<file path="src/rtl/fetch_unit.sv">
// Instruction fetch PC sequencer with branch/call/return and an optional return-address stack.
// Define FETCH_RETURN_STACK_EN to build the return stack; without it call is a plain jump and ret is sequential.
module fetch_unit #(
    parameter int         STACK_DEPTH = 4,
    parameter logic [7:0] RESET_PC    = 8'h00
) (
    input  logic       clk,
    input  logic       rst_n,
    input  logic       stall,
    input  logic       branch,
    input  logic       branch_taken,
    input  logic [7:0] jump_offset,
    input  logic       call,
    input  logic       ret,
    output logic [7:0] pc,
    output logic       pc_valid,
    output logic       stack_full,
    output logic       stack_empty,
    output logic       stack_err
);

    logic [7:0] pc_q, pc_d;
    logic       pc_valid_q;
    logic [7:0] pc_seq, pc_tgt;

    // 8-bit add of the offset is the sign-extended add modulo 256.
    assign pc_seq = pc_q + 8'd1;
    assign pc_tgt = pc_q + jump_offset;

`ifdef FETCH_RETURN_STACK_EN
    localparam int CW = $clog2(STACK_DEPTH + 1);
    localparam int IW = (STACK_DEPTH > 1) ? $clog2(STACK_DEPTH) : 1;

    logic [7:0]    stack_q [STACK_DEPTH];
    logic [CW-1:0] cnt_q, cnt_d;
    logic          err_q, err_d;
    logic          push;
    logic          full, empty;
    logic [IW-1:0] push_idx, top_idx;

    assign full     = (cnt_q == CW'(STACK_DEPTH));
    assign empty    = (cnt_q == '0);
    assign push_idx = IW'(cnt_q);
    assign top_idx  = IW'(cnt_q - 1'b1);

    always_comb begin
        pc_d  = pc_q;
        cnt_d = cnt_q;
        err_d = err_q;
        push  = 1'b0;
        if (stall) begin
            pc_d = pc_q;
        end else if (ret) begin
            if (!empty) begin
                pc_d  = stack_q[top_idx];
                cnt_d = cnt_q - 1'b1;
            end else begin
                pc_d  = pc_seq;
                err_d = 1'b1;
            end
        end else if (call) begin
            if (!full) begin
                push  = 1'b1;
                pc_d  = pc_tgt;
                cnt_d = cnt_q + 1'b1;
            end else begin
                pc_d  = pc_seq;
                err_d = 1'b1;
            end
        end else if (branch && branch_taken) begin
            pc_d = pc_tgt;
        end else begin
            pc_d = pc_seq;
        end
    end

    always_ff @(posedge clk or negedge rst_n) begin
        if (!rst_n) begin
            cnt_q <= '0;
            err_q <= 1'b0;
        end else begin
            cnt_q <= cnt_d;
            err_q <= err_d;
        end
    end

    // Entries are not reset; a zero count makes stale contents unreachable.
    always_ff @(posedge clk) begin
        if (push) stack_q[push_idx] <= pc_seq;
    end

    assign stack_full  = full;
    assign stack_empty = empty;
    assign stack_err   = err_q;
`else
    always_comb begin
        pc_d = pc_q;
        if (stall)                       pc_d = pc_q;
        else if (ret)                    pc_d = pc_seq;
        else if (call)                   pc_d = pc_tgt;
        else if (branch && branch_taken) pc_d = pc_tgt;
        else                             pc_d = pc_seq;
    end

    assign stack_full  = 1'b0;
    assign stack_empty = 1'b1;
    assign stack_err   = 1'b0;
`endif

    always_ff @(posedge clk or negedge rst_n) begin
        if (!rst_n) begin
            pc_q       <= RESET_PC;
            pc_valid_q <= 1'b0;
        end else begin
            pc_q       <= pc_d;
            pc_valid_q <= 1'b1;
        end
    end

    assign pc       = pc_q;
    assign pc_valid = pc_valid_q;

endmodule

</file>
<file path="config.mk">
export PLATFORM = sky130hd
export DESIGN_NAME = fetch_unit
export DESIGN_NICKNAME = d
export VERILOG_FILES = /design/src/rtl/fetch_unit.sv
export SDC_FILE = /design/constraint.sdc
export NUM_CORES = 1
export LEC_CHECK = 0
export CAP_MARGIN = 10
export CORE_MARGIN = 2
export CORE_UTILIZATION = 46
export CTS_CLUSTER_SIZE = 14
export DETAILED_ROUTE_END_ITERATION = 10
export PLACE_DENSITY_LB_ADDON = 0.25
export SYNTH_ARGS = -nofsm -noshare
export SYNTH_HDL_FRONTEND = slang
export SYNTH_SLANG_ARGS = --single-unit
export TNS_END_PERCENT = 30
</file>
<file path="constraint.sdc">
create_clock -name clk -period 2.05 [get_ports clk]
set_input_delay 0.41 -clock clk [delete_from_list [all_inputs] [get_ports clk]]
set_output_delay 0.41 -clock clk [all_outputs]
set_load 0.01 [all_outputs]
</file>
# After elaboration in Yosys (flattened, before gate mapping)
# Cells that the tools add are included.
# word_totals
mem_bits_rw,0
input_bits,15
mem_count,0
rom_bits,0
register_bits,9
output_inout_bits,12
latch_bits,0
# op_classes
n_lt_le_gt_ge,0
reduce_logical,1
n_mux,3
n_addsub,2
div,0
n_mul,0
eq_ne,0
n_bitwise,0
shifts,0
# ops
op,count
2-to-1 mux 8 bit,3
"adder 8 x 1 -> 8 bit, second input constant",1
adder 8 bit,1
logical AND 1 bit,1

# Depth between registers and ports, before layout
# depth
word_depth,4
ltp_mapped,8
mapped_depth_nobuf,8

# Least setup slack after synthesis
# No wires, ideal clock.
# synth_path
path_type,reg-to-reg
from,register pc_q[0] (netlist: pc[0])
to,register pc_q[4] (netlist: pc[4])
t_required_ns,1.929
arrival_ns,1.851
setup_ns,0.121
stages_incl_launch_ff,9
slack_ns,0.077
period_less_slack_ns,1.973
cell_sequence,dfrtp_1 -> ha_1 -> inv_1 -> fa_1 -> nor2b_1 -> o31a_1 -> a21oi_1 -> mux2_2 -> o22a_1
# synth_between
elab_chain_cells,4
# synth_rtl
element,line_no,text
"start, declared",22,"logic [7:0] pc_q, pc_d;"
"start signal, assigned",115,pc_q <= pc_d;
adder 8 x 1 -> 8 bit or adder 8 bit (tied branches),"27, 28",
2-to-1 mux 8 bit,101,else if (branch && branch_taken) pc_d = pc_tgt;
2-to-1 mux 8 bit,100,else if (call) pc_d = pc_tgt;
2-to-1 mux 8 bit *,99,else if (ret) pc_d = pc_seq;
# Mark *: on every way between the ends. The rest lies on a longest branch, timed or not.
# A chain may end at the register's enable or synchronous reset.

# Worst setup path in the final report
# layout_path
from,input port jump_offset[4]
to,register pc_q[7] (netlist: pc[7])
# layout_between
elab_chain_cells,4
# layout_rtl
element,line_no,text
"start, declared",12,"input logic [7:0] jump_offset,"
adder 8 bit *,28,assign pc_tgt = pc_q + jump_offset;
2-to-1 mux 8 bit,101,
2-to-1 mux 8 bit *,100,
2-to-1 mux 8 bit *,99,
# Marks and branches as above.

==> key figures <==
Status
  – Outcome: finished, final reports clean

Yosys
  – Post-synthesis sequential area ratio: 0.2553
  – Netlist cell types: 43
  – Ys flop type: dfrtp_1
  – YS warnings: 0
  – Ys async rst share: 1.000
  – Cells after synthesis: 106
  – Synthesized area per cell: 8.322 µm²
  – Flops & latches, synth: 9
  – Synth Cell Area: 882.1 µm²
  – Post-synth EDFFs: 0

Floorplanning
  – Die X: 47.79 µm
  – Die ar.: 0.002284 mm²
  – Number of top-level pins: 27
  – Die H: 47.79 µm
  – Initial core utilization: 0.5000
  – FP Rows: 15
  – Core Area: 0.001764 mm²

Cells and area
  – Reg area: 226.5 µm²
  – Layout Cells excl Fill: 176
  – Fin nets: 176
  – Area grow syn2layout: 55.60%
  – Antenna diode count: 0
  – Share of layout cells above drive strength 1: 0.2781
  – Most common cell after layout, fill and taps aside: buf_4
  – Fill cells: 126
  – Commonest non-fill, non-tap cells in the layout: 22 x buf_4, 20 x clkdlybuf4s50_1, 10 x a21oi_1, 9 x nor2_1, 8 x dfrtp_1
  – Multi-input gate area: 666.9 µm²

Pwr
  – Peak VDD IR: 0.0008427 V
  – Design Power: 0.001634 W
  – LEAKAGE: 0.5892 nW
  – Pwr/cell area: 1190 mW/mm²

Critical path
  – Type of origin of the critical path: input pin
  – R2R Setup Slk: 100 ps
  – Crit-path max FO: 3
  – Reg2reg start: pc[0]
  – Worst Reg-to-Reg Cells: 8
  – CP required: 2240 ps
  – CP endpoint kind: flip-flop
  – R2r endpoint: pc[4]
  – Data arrival, critical path: 2180 ps
  – Crit path kind: in -> reg

Global routing
  – Congestion Overflow GR: 0
  – First-pass GRT wire length: 3.967 mm
  – Vias in the first global route: 921
  – Pin count of the biggest net entering global routing: 22
  – Initial antenna violation count: 0
  – GRT Util Overall: 0.2510

Route
  – Via count: 1015
  – Drt initial violations: 24
  – Post-DR vias/cell: 5.767
  – DRT Wirelength: 2.623 mm
  – Post-route ant nets: 0
  – Routed len/inst: 14.90 µm
  – # DRC: 0
  – First-pass DRT Iterations: 4

STA
  – Clk_skew: 1.803 ps
  – Final setup vio count: 0
  – Final worst-path cycle share: 0.9698
  – Final Max Slew Viols: 0
  – Achievable frequency: 503.0 MHz
  – RSZ-0062 raised after global routing: false
  – Final hold violations: 0
  – Min cycle time layout: 1988 ps

Placed design
  – Post-DP HPWL: 1.961 mm
  – Final Wtd Congestion: 0.8380
  – PortBufs: 23
  – Placed cell count: 171

Clock tree
  – CTS H-tree lvls: 1
  – Max Root-Sink Buffers: 2
  – Clk_lat worst skew: 250 ps
  – Clk root buf: clkbuf_4
  – # clock sinks: 9
  – Total CTS buffers: 3
  – Clock-pin slew on the worst setup and hold paths: 60 ps
  – CTS tree: done

Job
  – Maxcap violations: 0

Hold path
  – Worst hold-check path type: in -> async
worst max-delay path: stages:
cell and delay [ps]:
clkdlybuf4s50_1 500, ha_4 220, a21oi_2 190, o21ai_2 90, or4_1 480, o2111ai_1 120, a221o_1 150
cell type report:
| class | count | area share |
|---|---|---|
| sequential | 9 | 0.1650 |
| clock buffer | 4 | 0.01914 |
| inverter | 6 | 0.01641 |
| timing repair buffer | 45 | 0.2908 |
| multi-input combinational | 87 | 0.4859 |
| tap | 25 | 0.02279 |
flip-flops by register name (all words and copies together), names as in the netlist:
register	flops
pc	8
pc_valid	1
cell usage after synthesis, types with 2 or more instances:
master     n  area share
a21oi_1   12       0.068
dfrtp_1    9        0.26
nor2_1     9       0.038
ha_1       8        0.11
inv_1      6       0.026
nand3_1    6       0.034
nand2_1    5       0.021
o21ai_0    5       0.028
buf_4      3       0.026
nor3_1     3       0.017
xnor2_1    3       0.030
clkbuf_1   2      0.0085
conb_1     2      0.0085
nand3b_1   2       0.017
o22a_1     2       0.020
or4_1      2       0.017
logic make-up after synthesis:
logic type	count (synthesis)	synth area share
other cells	2	0.008514
buf+inv	12	0.06524
simple gates	35	0.2213
mux	2	0.02411
compound gates	34	0.2596
fa+ha+maj	9	0.1362
flops	9	0.2553
xor+xnor	3	0.02979
stage by stage:
stage                 util  setup slack (ps)  hold WS [ps]  instance area (µm²)  TNS [ps]
floorplan                -             77.49         114.4                889.6         0
global placement    0.7220            -313.3         607.0                 1274    -976.1
detailed placement  0.7220            -407.1         607.1                 1274     -1280
CTS                 0.7539             10.50         453.3                 1330         0
global route        0.7780             11.80         493.5                 1373         0
finish              0.7780             61.97         449.8                 1373         0
layer usage:
| metal | GRT usage | vias to the layer above | wire (µm) |
|---|---|---|---|
| met5 | 0 | - | 0 |
| met4 | 0.09730 | 0 | 42 |
| met3 | 0.01132 | 6 | 135 |
| met2 | 0.4080 | 45 | 1273 |
| met1 | 0.3521 | 482 | 1171 |
| li1 | - | 482 | - |
power by group:
| part | internal, W | switching, W |
|---|---|---|
| registers | 0.000247 | 0.0000839 |
| clock network | 0.0000749 | 0.0000601 |
| logic | 0.000619 | 0.000549 |
| total | 0.000941 | 0.000693 |
timing repair:
item	in CTS	in global routing
hold buffers	0	0
gates cloned	0	0
buffers inserted	1	0
resized for setup	8	11
pin swaps	6	5
endpoints found under the setup margin	3	3
how the worst max path moves through the flow:
| stage | start | endpoint | slack (ps) | cells after the start |
|---|---|---|---|---|
| final | jump_offset[4] | pc[7] | 60 | 7 |
| after global routing | jump_offset[4] | pc[7] | 10 | 7 |
| after detailed placement | jump_offset[0] | pc[4] | -410 | 9 |
| after CTS | jump_offset[4] | pc[7] | 10 | 7 |
| after floorplan | pc[0] | pc[4] | 80 | 8 |
| after global placement | jump_offset[0] | pc[4] | -310 | 9 |
Note: power is estimated with default switching activity, not from simulation.
